File: src/rtl/muldiv_unit_if.sv
// Request/response bundle between the execute stage and muldiv_unit.
interface muldiv_unit_if;
  logic        start;
  logic [3:0]  control;
  logic [31:0] in1;
  logic [31:0] in2;
  logic [31:0] out1;
  logic [31:0] out2;
  logic        busy;
  logic        done;
  logic        z;
  logic        o;

  modport master (
    output start, control, in1, in2,
    input  out1, out2, busy, done, z, o
  );

  modport slave (
    input  start, control, in1, in2,
    output out1, out2, busy, done, z, o
  );
endinterface

File: src/rtl/muldiv_unit.sv
// Iterative 32x32 multiply / 32/32 divide, one bit per cycle, results held until next FINISH.
// Optional build macro MULDIV_DIVZERO_EN: divide by zero finishes after one cycle with out1=out2=0, o=z=1.
module muldiv_unit (
  input logic          clk,
  input logic          reset,
  muldiv_unit_if.slave mdu
);

  typedef enum logic [1:0] {
    IDLE   = 2'd0,
    RUN    = 2'd1,
    FINISH = 2'd2
  } state_e;

  state_e      state_q;
  logic [4:0]  cnt_q;
  logic        is_div_q;
  logic        is_signed_q;
  logic        neg_a_q;
  logic        neg_b_q;
  logic        ovf_q;
  logic        divz_q;
  logic [31:0] opnd_q;
  logic [31:0] hi_q;
  logic [31:0] lo_q;
  logic [31:0] out1_q;
  logic [31:0] out2_q;
  logic        busy_q;
  logic        done_q;
  logic        z_q;
  logic        o_q;

  logic        sgn_op_s;
  logic        div_op_s;
  logic        neg_a_s;
  logic        neg_b_s;
  logic [31:0] abs_a_s;
  logic [31:0] abs_b_s;
  logic        divz_s;

  logic [32:0] mul_sum_s;
  logic [32:0] div_shift_s;
  logic        div_ge_s;
  logic [31:0] hi_d;
  logic [31:0] lo_d;

  logic [63:0] prod_raw_s;
  logic [63:0] prod_s;
  logic [31:0] quo_s;
  logic [31:0] rem_s;
  logic [31:0] res1_s;
  logic [31:0] res2_s;
  logic        res_z_s;
  logic        res_o_s;

  // Magnitude of a two's complement word; 0x80000000 maps onto itself as unsigned.
  function automatic logic [31:0] abs32(input logic [31:0] v, input logic neg);
    return neg ? (32'd0 - v) : v;
  endfunction

  assign sgn_op_s = mdu.control[1];
  assign div_op_s = mdu.control[0];
  assign neg_a_s  = sgn_op_s & mdu.in1[31];
  assign neg_b_s  = sgn_op_s & mdu.in2[31];
  assign abs_a_s  = abs32(mdu.in1, neg_a_s);
  assign abs_b_s  = abs32(mdu.in2, neg_b_s);

`ifdef MULDIV_DIVZERO_EN
  assign divz_s = div_op_s & (mdu.in2 == 32'd0);
`else
  assign divz_s = 1'b0;
`endif

  // One iteration: multiply shifts {hi,lo} right after a conditional add, divide shifts a quotient bit into lo.
  always_comb begin
    mul_sum_s   = {1'b0, hi_q} + (lo_q[0] ? {1'b0, opnd_q} : 33'd0);
    div_shift_s = {hi_q, lo_q[31]};
    div_ge_s    = (div_shift_s >= {1'b0, opnd_q});
    if (is_div_q) begin
      if (div_ge_s) begin
        hi_d = div_shift_s[31:0] - opnd_q;
        lo_d = {lo_q[30:0], 1'b1};
      end else begin
        hi_d = div_shift_s[31:0];
        lo_d = {lo_q[30:0], 1'b0};
      end
    end else begin
      hi_d = mul_sum_s[32:1];
      lo_d = {mul_sum_s[0], lo_q[31:1]};
    end
  end

  // Sign fix-up and flag generation from the unsigned iteration result.
  always_comb begin
    prod_raw_s = {hi_q, lo_q};
    prod_s     = (neg_a_q ^ neg_b_q) ? (64'd0 - prod_raw_s) : prod_raw_s;
    quo_s      = (neg_a_q ^ neg_b_q) ? (32'd0 - lo_q) : lo_q;
    rem_s      = neg_a_q ? (32'd0 - hi_q) : hi_q;
    if (divz_q) begin
      res1_s  = 32'd0;
      res2_s  = 32'd0;
      res_z_s = 1'b1;
      res_o_s = 1'b1;
    end else if (is_div_q) begin
      res1_s  = quo_s;
      res2_s  = rem_s;
      res_z_s = (quo_s == 32'd0);
      res_o_s = ovf_q;
    end else begin
      res1_s  = prod_s[31:0];
      res2_s  = prod_s[63:32];
      res_z_s = (prod_s == 64'd0);
      if (is_signed_q) begin
        res_o_s = (prod_s[63:32] != {32{prod_s[31]}});
      end else begin
        res_o_s = (prod_s[63:32] != 32'd0);
      end
    end
  end

  // Control FSM, iteration datapath and registered outputs.
  always_ff @(posedge clk or posedge reset) begin
    if (reset) begin
      state_q     <= IDLE;
      cnt_q       <= 5'd0;
      is_div_q    <= 1'b0;
      is_signed_q <= 1'b0;
      neg_a_q     <= 1'b0;
      neg_b_q     <= 1'b0;
      ovf_q       <= 1'b0;
      divz_q      <= 1'b0;
      opnd_q      <= 32'd0;
      hi_q        <= 32'd0;
      lo_q        <= 32'd0;
      out1_q      <= 32'd0;
      out2_q      <= 32'd0;
      busy_q      <= 1'b0;
      done_q      <= 1'b0;
      z_q         <= 1'b0;
      o_q         <= 1'b0;
    end else begin
      done_q <= 1'b0;
      case (state_q)
        IDLE: begin
          if (mdu.start && (mdu.control[3:2] == 2'b11)) begin
            is_div_q    <= div_op_s;
            is_signed_q <= sgn_op_s;
            neg_a_q     <= neg_a_s;
            neg_b_q     <= neg_b_s;
            ovf_q       <= sgn_op_s & div_op_s & (mdu.in1 == 32'h8000_0000)
                           & (mdu.in2 == 32'hFFFF_FFFF);
            divz_q      <= divz_s;
            opnd_q      <= div_op_s ? abs_b_s : abs_a_s;
            lo_q        <= div_op_s ? abs_a_s : abs_b_s;
            hi_q        <= 32'd0;
            cnt_q       <= 5'd31;
            busy_q      <= 1'b1;
            state_q     <= divz_s ? FINISH : RUN;
          end
        end
        RUN: begin
          hi_q  <= hi_d;
          lo_q  <= lo_d;
          cnt_q <= cnt_q - 5'd1;
          if (cnt_q == 5'd0) begin
            state_q <= FINISH;
          end
        end
        FINISH: begin
          out1_q  <= res1_s;
          out2_q  <= res2_s;
          z_q     <= res_z_s;
          o_q     <= res_o_s;
          done_q  <= 1'b1;
          busy_q  <= 1'b0;
          state_q <= IDLE;
        end
        default: begin
          busy_q  <= 1'b0;
          state_q <= IDLE;
        end
      endcase
    end
  end

  assign mdu.out1 = out1_q;
  assign mdu.out2 = out2_q;
  assign mdu.busy = busy_q;
  assign mdu.done = done_q;
  assign mdu.z    = z_q;
  assign mdu.o    = o_q;

endmodule
File: src/flat_wrapper.sv
// flat-port wrapper written by rule: the top's interface ports become plain ports
module muldiv_unit_flat 
  (clk, reset, mdu_start, mdu_control, mdu_in1, mdu_in2, mdu_out1, mdu_out2, mdu_busy, mdu_done, mdu_z, mdu_o);
  muldiv_unit_if mdu_i ();
  input logic clk;
  input logic reset;
  input wire logic [$bits(mdu_i.start)-1:0] mdu_start;
  input wire logic [$bits(mdu_i.control)-1:0] mdu_control;
  input wire logic [$bits(mdu_i.in1)-1:0] mdu_in1;
  input wire logic [$bits(mdu_i.in2)-1:0] mdu_in2;
  output wire logic [$bits(mdu_i.out1)-1:0] mdu_out1;
  output wire logic [$bits(mdu_i.out2)-1:0] mdu_out2;
  output wire logic [$bits(mdu_i.busy)-1:0] mdu_busy;
  output wire logic [$bits(mdu_i.done)-1:0] mdu_done;
  output wire logic [$bits(mdu_i.z)-1:0] mdu_z;
  output wire logic [$bits(mdu_i.o)-1:0] mdu_o;
  assign mdu_i.start = mdu_start;
  assign mdu_i.control = mdu_control;
  assign mdu_i.in1 = mdu_in1;
  assign mdu_i.in2 = mdu_in2;
  assign mdu_out1 = mdu_i.out1;
  assign mdu_out2 = mdu_i.out2;
  assign mdu_busy = mdu_i.busy;
  assign mdu_done = mdu_i.done;
  assign mdu_z = mdu_i.z;
  assign mdu_o = mdu_i.o;
  muldiv_unit u_core (.clk(clk), .reset(reset), .mdu(mdu_i));
endmodule
File: config.mk
export PLATFORM = sky130hd
export DESIGN_NAME = muldiv_unit_flat
export DESIGN_NICKNAME = d
export VERILOG_FILES = /design/src/rtl/muldiv_unit_if.sv /design/src/rtl/muldiv_unit.sv /design/src/flat_wrapper.sv
export SDC_FILE = /design/constraint.sdc
export NUM_CORES = 1
export LEC_CHECK = 0
export BUFFER_PORTS_ARGS = -buffer_cell sky130_fd_sc_hd__buf_2
export CAP_MARGIN = 25
export CELL_PAD_IN_SITES_DETAIL_PLACEMENT = 1
export CELL_PAD_IN_SITES_GLOBAL_PLACEMENT = 1
export CORE_ASPECT_RATIO = 0.5
export CORE_MARGIN = 2
export CORE_UTILIZATION = 35
export DETAILED_ROUTE_END_ITERATION = 10
export PLACE_DENSITY_LB_ADDON = 0.2
export SLEW_MARGIN = 20
export SYNTH_ARGS = -nofsm -noshare
export SYNTH_HDL_FRONTEND = slang
export SYNTH_SLANG_ARGS = --single-unit
File: constraint.sdc
create_clock -name clk -period 5.1 [get_ports clk]
set_clock_uncertainty 0.1 [all_clocks]
set_input_delay 0.255 -clock clk [delete_from_list [all_inputs] [get_ports clk]]
set_output_delay 0.255 -clock clk [all_outputs]
set_load 0.01 [all_outputs]
Word-level counts from Yosys, hierarchy flattened
Index checks and enable logic that the tools add are counted.

word-level totals
  register bits after elaboration = 176
  bits of input ports = 71
  output and inout bits = 68
  logic and storage cells = 80

operators by class
  add/sub/neg operators = 8
  magnitude comparators = 1
  equality and inequality tests = 8
  multiplexer cells = 29
  bitwise operators = 7
  reductions and logical operators = 11

operator list
  operator                                                              count
  32-bit 2-to-1 mux                                                     14
  32-bit case mux with 2 select lines                                   2
  1-bit by 32-bit subtractor with 32-bit output (first input constant)  4
  32-bit equality test (second input constant)                          2
  64-bit zero test                                                      1
  64-bit 2-to-1 mux                                                     1
  1-bit by 64-bit subtractor with 64-bit output (first input constant)  1
  32-bit by 33-bit adder with 33-bit output                             1
  33-bit by 32-bit >= comparator with 1-bit output                      1
  32-bit zero test                                                      1
  32-bit != test                                                        1
  32-bit nonzero test                                                   1
  32-bit subtractor                                                     1
  5-bit case mux with 2 select lines                                    1
  2-bit AND reduction                                                   4
  1-bit 2-to-1 mux                                                      6
  1-bit AND                                                             5
  5-bit zero test                                                       1
  5-bit 2-to-1 mux                                                      1
  5-bit by 1-bit subtractor with 5-bit output (second input constant)   1
  2-bit equality test (second input constant)                           2
  2-bit 2-to-1 mux                                                      2
  2-bit by 1-bit != test with 1-bit output (second input constant)      2
  2-bit case mux with 2 select lines                                    1
  other kinds (7)                                                       7

Depth between registers and ports, before layout
Gate-level depths: netlist (run 1).

  depth in word-level cells = 5
  gate-level depth with buffers = 14
  depth with buffers taken out = 14

Worst setup path before layout (run 1)
OpenSTA, ideal clock, no wires.

  kind = register to register
  start point = reg u_core.lo_q[0]
  end point = reg u_core.hi_q[31]
  library setup time = 120 ps
  data arrival time = 3,548 ps
  required time = 4,880 ps
  slack = 1,331 ps
  stages on the path, launching flop included = 15
  path buffers = 1
  period minus slack after synthesis = 3,769 ps
  cell sequence = dfrtp_1 inv_1 clkbuf_1 nor2_1 ha_1 o211ai_1 a21oi_1 o311a_1 o21ai_0 o31a_1 o21ai_0 o41ai_1 o21ai_0 a41o_1 o211a_1

on the way
  longest elaborated chain between the ends = 4

ends and longest elaborated chain
  element                                    RTL line            source
  start: declaration                         muldiv_unit.sv:25   logic [31:0] lo_q;
  start signal: assignment                   muldiv_unit.sv:154  lo_q <= div_op_s ? abs_a_s : abs_b_s;
  start signal: assignment                   muldiv_unit.sv:163  lo_q <= lo_d;
  32-bit 2-to-1 mux                          muldiv_unit.sv:76   mul_sum_s = {1'b0, hi_q} + (lo_q[0] ? {1'b0, opnd_q} : 33'd0);
  32-bit by 33-bit adder with 33-bit output  muldiv_unit.sv:76
  32-bit 2-to-1 mux                          muldiv_unit.sv:79   if (is_div_q) begin
  32-bit case mux with 2 select lines        muldiv_unit.sv:143  case (state_q)
  end signal: assignment                     muldiv_unit.sv:162  hi_q <= hi_d;
  end: declaration                           muldiv_unit.sv:24   logic [31:0] hi_q;

No other way between the ends.
A chain may end at the register's enable or synchronous reset.

Final worst setup path (run 1)
  start point = reg u_core.lo_q[0]
  end point = reg u_core.z_q, in the netlist u_core.mdu.z

on the way
  longest elaborated chain between the ends = 4
  elaborated cells between the ends (all ways) = 7
  classes of those cells = add/sub: 2; mux: 3; reduce/logical: 2

ends and longest elaborated chain
  element                                                                                                         RTL line                                source
  1-bit by 64-bit subtractor with 64-bit output or 1-bit by 32-bit subtractor with 32-bit output (tied branches)  muldiv_unit.sv:96, muldiv_unit.sv:97
  64-bit 2-to-1 mux or 32-bit 2-to-1 mux (tied branches)                                                          muldiv_unit.sv:96, muldiv_unit.sv:97
  64-bit zero test or 32-bit zero test (tied branches)                                                            muldiv_unit.sv:112, muldiv_unit.sv:107
  1-bit 2-to-1 mux (*)                                                                                            muldiv_unit.sv:104                      end else if (is_div_q) begin
  end signal: assignment                                                                                          muldiv_unit.sv:172                      z_q <= res_z_s;
  end: declaration                                                                                                muldiv_unit.sv:30                       logic z_q;

Every way passes the cells marked *; elsewhere a longest branch is shown, timed or not.

==> impl_metrics.csv, run 1 <==
group,metric,value,unit
sta,tightest_slew,1070,ps
logic_synthesis,synth_fp_nets,2298,
route,dr.pass1.iters,5,
worst_setup_path,timing_worst_setup_path_type,"register to register",
sta,rsz0062_at_grt,"no",
route,first_iter_violations,1260,
logic_synthesis,synth_area,16400,µm²
worst_setup_path,cp-start-kind,"register",
clocking,clk_latency,470,ps
power,pwr-share-comb,68.5,%
route,wire_per_inst,22.1,µm
route,vias,16500,
global_routing,grt_pass1_vias,16300,
global_routing,grt_remaining_overflow,0,
worst_setup_path,cp-end-kind,"register",
run_status,outcome,"completed",
global_routing,met3_usage,3.85,%
placement,io_buffers,138,
clocking,post_cts_resized,0,
finish,final_cells,2837,
logic_synthesis,syn_avg_cell_area,7.60,µm²
placement,placed_cells,2803,
clocking,root_buffer,"clkbuf_16",
sta,max_slew_margin,28.7,%
power,max-vdd-ir-drop,0.000363,V
power,power_density,706,nW/µm²
floorplanning,die_w,310,µm
placement,place_congestion,0.895,
global_routing,grt_use_total,26.1,%
floorplanning,die_h,157,µm
worst_setup_path,crit_path_frequent_cell,"nor4b_2",
route,viasPerCell,5.80,
global_routing,antenna_found_initial,2,
worst_setup_path,crit_family,"simple AND/OR/NAND/NOR gates",
finish,final_nets,2341,
worst_setup_path,arrival,4600,ps
power,p_clk_share,10.9,%
floorplanning,row_count,55,
logic_synthesis,yosysWarningCount,0,
power,seqPwrFrac,20.7,%
logic_synthesis,synth-main-ff-cell,"dfrtp_1",
global_routing,grt_pass1_wl,97700,µm
route,drc,0,
logic_synthesis,synth_edf_count,0,
clocking,cts.sinks,176,
logic_synthesis,ys_ff_latch,176,
finish,postLayoutCoreUtil,39.9,%
global_routing,grt_max_degree,126,
sta,period_minus_slack,4330,ps
job,cap_violations,0,
route,routed_wl,62700,µm
floorplanning,start_util,35.8,%
sta,finalSetupViolations,0,
clocking,numCtsBuffers,17,
worst_setup_path,crit_fanout,9,
finish,areaGrowthSynthToFinish,11.2,%
worst_setup_path,slowest_stage,"nor3_2",
worst_setup_path,path_buf_inv,1,
clocking,clk_pin_slew_worst_paths,80,ps
worst_setup_path,cp.required,5370,ps
logic_synthesis,synthCells,2153,
power,p_sw,0.00690,W
clocking,cts_tree,"yes",
worst_setup_path,crit_chain,"inv_1 -> ha_1 -> nor4b_2 -> nand4_1 -> nor3_2 -> a21oi_1 -> xor2_1 -> or4b_1 -> nor4b_2 -> a31oi_1 -> o31ai_1",
sta,drv_slew,0,
sta,finalCritPeriodShare,85.0,%
floorplanning,ios,139,
global_routing,use_met2,41.4,%
min_path,min_path_type,"input port to register",
sta,clock.fmax,0.231,GHz
route,ant_nets,0,
placement,dp.final_hpwl,47800,µm
power,power.internal,0.00596,W
sta,hold_viol,0,
power,switching_share,53.7,%
finish,drive_gt1_share,11.9,%
sta,setup_tns,0,ps
clocking,cts_buffer_depth,2,
logic_synthesis,ys_seq_area_share,26.9,%
worst_setup_path,slowest_delay,660,ps
logic_synthesis,synth.distinct_cells,85,
clocking,htreeDepth,4,
floorplanning,die_area,48600,µm²
power,power.leakage,7.67,nW
floorplanning,core,45700,µm²
global_routing,use_met1,37.3,%
logic_synthesis,async_flop_share,100,%
global_routing,busiest_layer,"met2",
-- area by class of cell --
class | count | area [µm²]
inverter | 78 | 297
fill | 5642 | 27500
multi-input combinational | 1744 | 11100
timing repair buffer | 179 | 1030
sequential | 176 | 4410
antenna | 1 | 2.50
clock inverter | 13 | 146
clock buffer | 19 | 443
tap | 627 | 785
-- power groups by stage --
stage	logic (W)	clock network (W)	registers (W)
5_1_grt	0.00969	0.00148	0.00272
2_1_floorplan	0.00659	0	0.00213
3_5_place_dp	0.00866	0	0.00267
4_1_cts	0.00873	0.00143	0.00265
3_3_place_gp	0.00858	0	0.00265
6_report	0.00881	0.00140	0.00266
-- kinds of logic (layout without fill, tap and decap cells) --
logic type	after synthesis	count (layout)	share of synthesized area, %
AND/OR/NAND/NOR	732	732	21.4
other	0	1	0
adder cells (fa/ha/maj)	74	74	5.75
multiplexers	67	67	4.19
buffers and inverters	233	289	5.69
AO/OA/AOI/OAI	668	668	25.2
flip-flops	176	176	26.9
XOR/XNOR	203	203	10.9
-- cell usage after synthesis, types with 19 or more instances --
master | number | share of area [%]
a211oi_1 | 62 | 2.8
o31ai_1 | 22 | 1.0
nor2_1 | 222 | 5.1
xnor2_1 | 110 | 5.9
dfrtp_1 | 176 | 27
nand2_1 | 230 | 5.3
ha_1 | 72 | 5.5
clkbuf_1 | 123 | 2.8
nand4_1 | 34 | 1.3
nand3_1 | 42 | 1.3
inv_1 | 77 | 1.8
a31oi_1 | 25 | 0.96
mux2i_1 | 55 | 3.4
a21o_1 | 32 | 1.5
nor4_1 | 23 | 0.88
nor3_1 | 60 | 1.8
a21oi_1 | 171 | 5.2
o21ai_0 | 225 | 6.9
nand2b_1 | 19 | 0.73
xor2_1 | 93 | 5.0
-- state kept, by name, indices dropped and copies added (netlist names) --
name / flops
u_core.mdu.o: 1
u_core.is_div_q: 1
u_core.neg_b_q: 1
u_core.hi_q: 32
u_core.neg_a_q: 1
u_core.lo_q: 32
u_core.mdu.busy: 1
u_core.mdu.done: 1
u_core.mdu.out1: 32
u_core.mdu.z: 1
u_core.mdu.out2: 32
u_core.is_signed_q: 1
u_core.opnd_q: 32
u_core.ovf_q: 1
u_core.cnt_q: 5
u_core.state_q: 2
-- stage by stage --
| stage | cell area (µm²) | hold WS [ps] | setup slack [ps] | total power [W] |
|---|---|---|---|---|
| floorplan | 16400 | 342 | 1330 | 0.00872 |
| detailed placement | 17600 | 363 | 817 | 0.0113 |
| finish | 18200 | 66.5 | 767 | 0.0129 |
| global placement | 17600 | 357 | 1060 | 0.0112 |
| global route | 18200 | 67.9 | 430 | 0.0139 |
| CTS | 18200 | 68.4 | 818 | 0.0128 |
-- metal layers --
| layer | wire (µm) | vias up |
|---|---|---|
| li1 | - | 7810 |
| met1 | 30800 | 8224 |
| met2 | 28100 | 356 |
| met3 | 2740 | 61 |
| met4 | 1030 | 2 |
| met5 | 12 | - |
-- final timing paths --
check | from | to | slack [ps] | cells past startpoint
worst max-delay path | u_core.lo_q[0]$_DFFE_PP0P_ | u_core.mdu.z$_DFFE_PP0P_ | 770 | 11
worst min-delay path | mdu_control[1] | u_core.is_signed_q$_DFFE_PP0P_ | 70 | 3
worst max register to register | u_core.lo_q[0]$_DFFE_PP0P_ | u_core.mdu.z$_DFFE_PP0P_ | 770 | 11
worst min register to register | u_core.mdu.out2[26]$_DFFE_PP0P_ | u_core.mdu.out2[26]$_DFFE_PP0P_ | 370 | 2
max in group asynchronous | reset | u_core.is_div_q$_DFFE_PP0P_ | 3780 | 4
min in group asynchronous | reset | u_core.mdu.out2[26]$_DFFE_PP0P_ | 400 | 4
-- worst register-to-register path: stages, from the launching register on --
cell and delay [ps]:
dfrtp_1 450, inv_1 300, ha_1 280, nor4b_2 390, nand4_1 330, nor3_2 670, a21oi_1 170, xor2_1 240
or4b_1 560, nor4b_2 340, a31oi_1 150, o31ai_1 270
-- repair_timing --
action,in CTS,in global routing
setup endpoints to repair,0,0
hold buffers,1,0
setup buffers,0,0
hold endpoints to repair,166,0
-- placed cells by master, fill, tap and decap left out, types with 23 or more instances in the layout --
cell type	synthesis	layout
a21oi_1	171	171
ha_1	72	72
buf_4	4	39
dfrtp_1	176	175
nand2_1	230	230
nor2_1	222	220
a31oi_1	25	25
buf_2	16	137
a21o_1	32	32
nand3_1	42	42
xnor2_1	110	109
nand4_1	34	34
xor2_1	93	92
o21ai_0	225	225
a211oi_1	62	62
inv_1	77	76
nor4_1	23	23
mux2i_1	55	55
nor3_1	60	60
Power figures use the tool's default switching activity.
==> inputs of run 2 (changes only) <==
ABC_AREA = 1   (was unset)
clock period = 3.66 ns   (was 5.1 ns; I/O delays follow)
==> impl_metrics.csv, run 2 <==
group,metric,value,unit
sta,hold_viol,0,
sta,period_minus_slack,3510,ps
logic_synthesis,synth_top_cells_by_area,"dfrtp_1, nand2_1, inv_1, o21ai_0, nor2_1",
global_routing,grt_max_degree,65,
placement,io_buffers,138,
clocking,clk_pin_slew_worst_paths,90,ps
global_routing,grt_use_total,32.8,%
worst_setup_path,crit_chain,"ha_1 -> nand2_1 -> inv_1 -> a21oi_1 -> inv_1 -> nand2_1 -> nand2_1 -> nand3_1 -> o211ai_1 -> nand2_1 -> nand2_1 -> buf_4 -> a31oi_1 -> o21ai_0 -> nand3_1 -> nand2_1",
worst_setup_path,crit_path_frequent_cell,"nand2_1",
floorplanning,core,48600,µm²
finish,areaGrowthSynthToFinish,15.9,%
route,viasPerCell,5.62,
route,vias,20500,
worst_setup_path,cp-end-kind,"register",
worst_setup_path,slowest_delay,550,ps
clocking,cts_tree,"yes",
floorplanning,die_h,161,µm
logic_synthesis,synth.top_cells.by_count,"nand2_1, inv_1, nor2_1",
floorplanning,die_w,318,µm
route,wire_per_inst,23.3,µm
logic_synthesis,syn_avg_cell_area,6.12,µm²
route,dr.pass1.iters,5,
finish,final_nets,3135,
worst_setup_path,timing_worst_setup_path_type,"register to register",
floorplanning,row_count,57,
finish,drive_gt1_share,10.2,%
power,power.leakage,10.0,nW
sta,drv_slew,0,
worst_setup_path,crit_fanout,7,
global_routing,grt_remaining_overflow,0,
finish,final_common_cell,"nand2_1",
clocking,htreeDepth,4,
logic_synthesis,netlist.area_leader.share,25.6,%
clocking,clk_latency,470,ps
min_path,min_path_type,"input port to register",
clocking,root_buffer,"clkbuf_16",
logic_synthesis,synthMostInstantiatedCell,"nand2_1",
route,dr_wl_met2,33100,µm
logic_synthesis,synth_fp_nets,2957,
logic_synthesis,yosys.area.top_type,"dfrtp_1",
route,ant_nets,0,
floorplanning,start_util,35.5,%
route,first_iter_violations,2139,
clocking,numCtsBuffers,17,
finish,final_cells,3653,
sta,setup_tns,0,ps
placement,place_congestion,1.02,
worst_setup_path,slowest_stage,"dfrtp_1",
logic_synthesis,synthCells,2812,
power,power_density,967,nW/µm²
placement,place_ws,148,ps
finish,fill_cells,6588,
logic_synthesis,synth.distinct_cells,49,
logic_synthesis,ys_ff_latch,176,
sta,max_slew_margin,36.1,%
floorplanning,ios,139,
logic_synthesis,synth-main-ff-cell,"dfrtp_1",
logic_synthesis,synth_edf_count,0,
finish,mostFrequentLayoutCells,"nand2_1, inv_1, nor2_1",
placement,dp.final_hpwl,70200,µm
route,drc,0,
global_routing,grt_pass1_vias,19700,
clocking,cts.sinks,176,
sta,finalSetupViolations,0,
worst_setup_path,crit_family,"compound AO/OA/AOI/OAI gates",
run_status,outcome,"completed",
sta,clock.fmax,0.285,GHz
floorplanning,die_area,51100,µm²
logic_synthesis,synth_area,17200,µm²
route,top_layer,"met5",
logic_synthesis,async_flop_share,100,%
clocking,cts_buffer_depth,2,
placement,placed_cells,3613,
route,routed_wl,85200,µm
worst_setup_path,arrival,3770,ps
sta,hold_ws,9.34,ps
power,max-vdd-ir-drop,0.000459,V
job,cap_violations,0,
global_routing,grt_pass1_wl,126000,µm
route,drt-met1-wl,42100,µm
worst_setup_path,cp.required,3920,ps
global_routing,antenna_found_initial,4,
logic_synthesis,yosysWarningCount,0,
sta,finalCritPeriodShare,95.9,%
sta,rsz0062_at_grt,"no",
worst_setup_path,path_buf_inv,3,
sta,tightest_slew,957,ps
logic_synthesis,ys_seq_area_share,25.6,%
worst_setup_path,cp-start-kind,"register",
route,wl_met3,9060,µm
sta,setup_slack,150,ps
[run 2: changes by cell type after synthesis, sizes merged, moves of 54 or more]
| cell | previous run | this run |
|---|---|---|
| a211oi | 62 | 1 |
| inv | 77 | 350 |
| mux2i | 55 | 1 |
| nand2 | 230 | 790 |
| nand3 | 42 | 167 |
| nor2 | 222 | 328 |
| xnor2 | 110 | 19 |
[run 2: cell type report]
cell class | count | area, µm² | area share [%]
diodes | 1 | 2.50 | 0.0125
clock buffers | 17 | 425 | 2.13
well taps | 649 | 812 | 4.07
multi-input cells | 2187 | 11100 | 55.8
repair buffers | 254 | 1640 | 8.22
clock inverters | 15 | 208 | 1.04
flip-flops and latches | 176 | 4410 | 22.1
inverters | 354 | 1330 | 6.67
[run 2: power breakdown]
group | switching [W] | internal, W | leakage (nW)
clock | 0.00107 | 0.000944 | 0.299
sequential | 0.000799 | 0.00250 | 2.07
combinational | 0.00975 | 0.00424 | 7.65
total | 0.0116 | 0.00769 | 10.0
[run 2: worst register-to-register path, cell delays in order, from the launching register on]
cell	delay, ps
dfrtp_1	550
ha_1	450
nand2_1	130
inv_1	40
a21oi_1	210
inv_1	110
nand2_1	70
nand2_1	170
nand3_1	130
o211ai_1	160
nand2_1	100
nand2_1	180
buf_4	220
a31oi_1	450
o21ai_0	180
nand3_1	110
nand2_1	60
[run 2: cell families (layout without fill, tap and decap cells)]
logic type,count (synthesis),in the layout,synth area share (%)
other,0,1,0
DFF,176,176,25.6
xor gates and xnor gates,132,132,6.76
buffers and inverters,449,640,9.96
AOI/OAI and AO/OA,599,599,19.5
and+or+nand+nor,1381,1381,32.7
adders and majority gates,74,74,5.46
muxes,1,1,0.0581
[run 2: path summary, 6_finish.rpt]
check,from,endpoint,slack [ps],cells after the start
max in group asynchronous,reset,u_core.hi_q[13]$_DFFE_PP0P_,2310,4
max,u_core.hi_q[2]$_DFFE_PP0P_,u_core.hi_q[13]$_DFFE_PP0P_,150,16
min reg2reg,u_core.mdu.out1[4]$_DFFE_PP0P_,u_core.mdu.out1[4]$_DFFE_PP0P_,380,2
max reg2reg,u_core.hi_q[2]$_DFFE_PP0P_,u_core.hi_q[13]$_DFFE_PP0P_,150,16
min in group asynchronous,reset,u_core.mdu.done$_DFF_PP0_,320,3
min,mdu_in2[31],u_core.opnd_q[31]$_DFFE_PP0P_,9,3
[run 2: what timing repair did]
action | in CTS | in global routing
resized for setup | 0 | 6
setup endpoints to repair | 0 | 21
buffers inserted | 0 | 0
endpoints found under the hold margin | 36 | 0
hold buffers | 7 | 0
[run 2: routing by layer]
layer / up-vias / GRT usage (%)
met1: 10100 / 51.9
met4: 4 / 4.46
met5: - / 0
li1: 9566 / -
met2: 823 / 45.1
met3: 60 / 7.36
[run 2: metrics by stage]
step	utilization, %	cell area, µm²	power, W
after floorplan	-	17200	0.0111
after CTS	41.1	20000	0.0188
after detailed placement	39.6	19300	0.0167
after global routing	41.1	20000	0.0206
after global placement	39.6	19300	0.0165
final	41.1	20000	0.0193
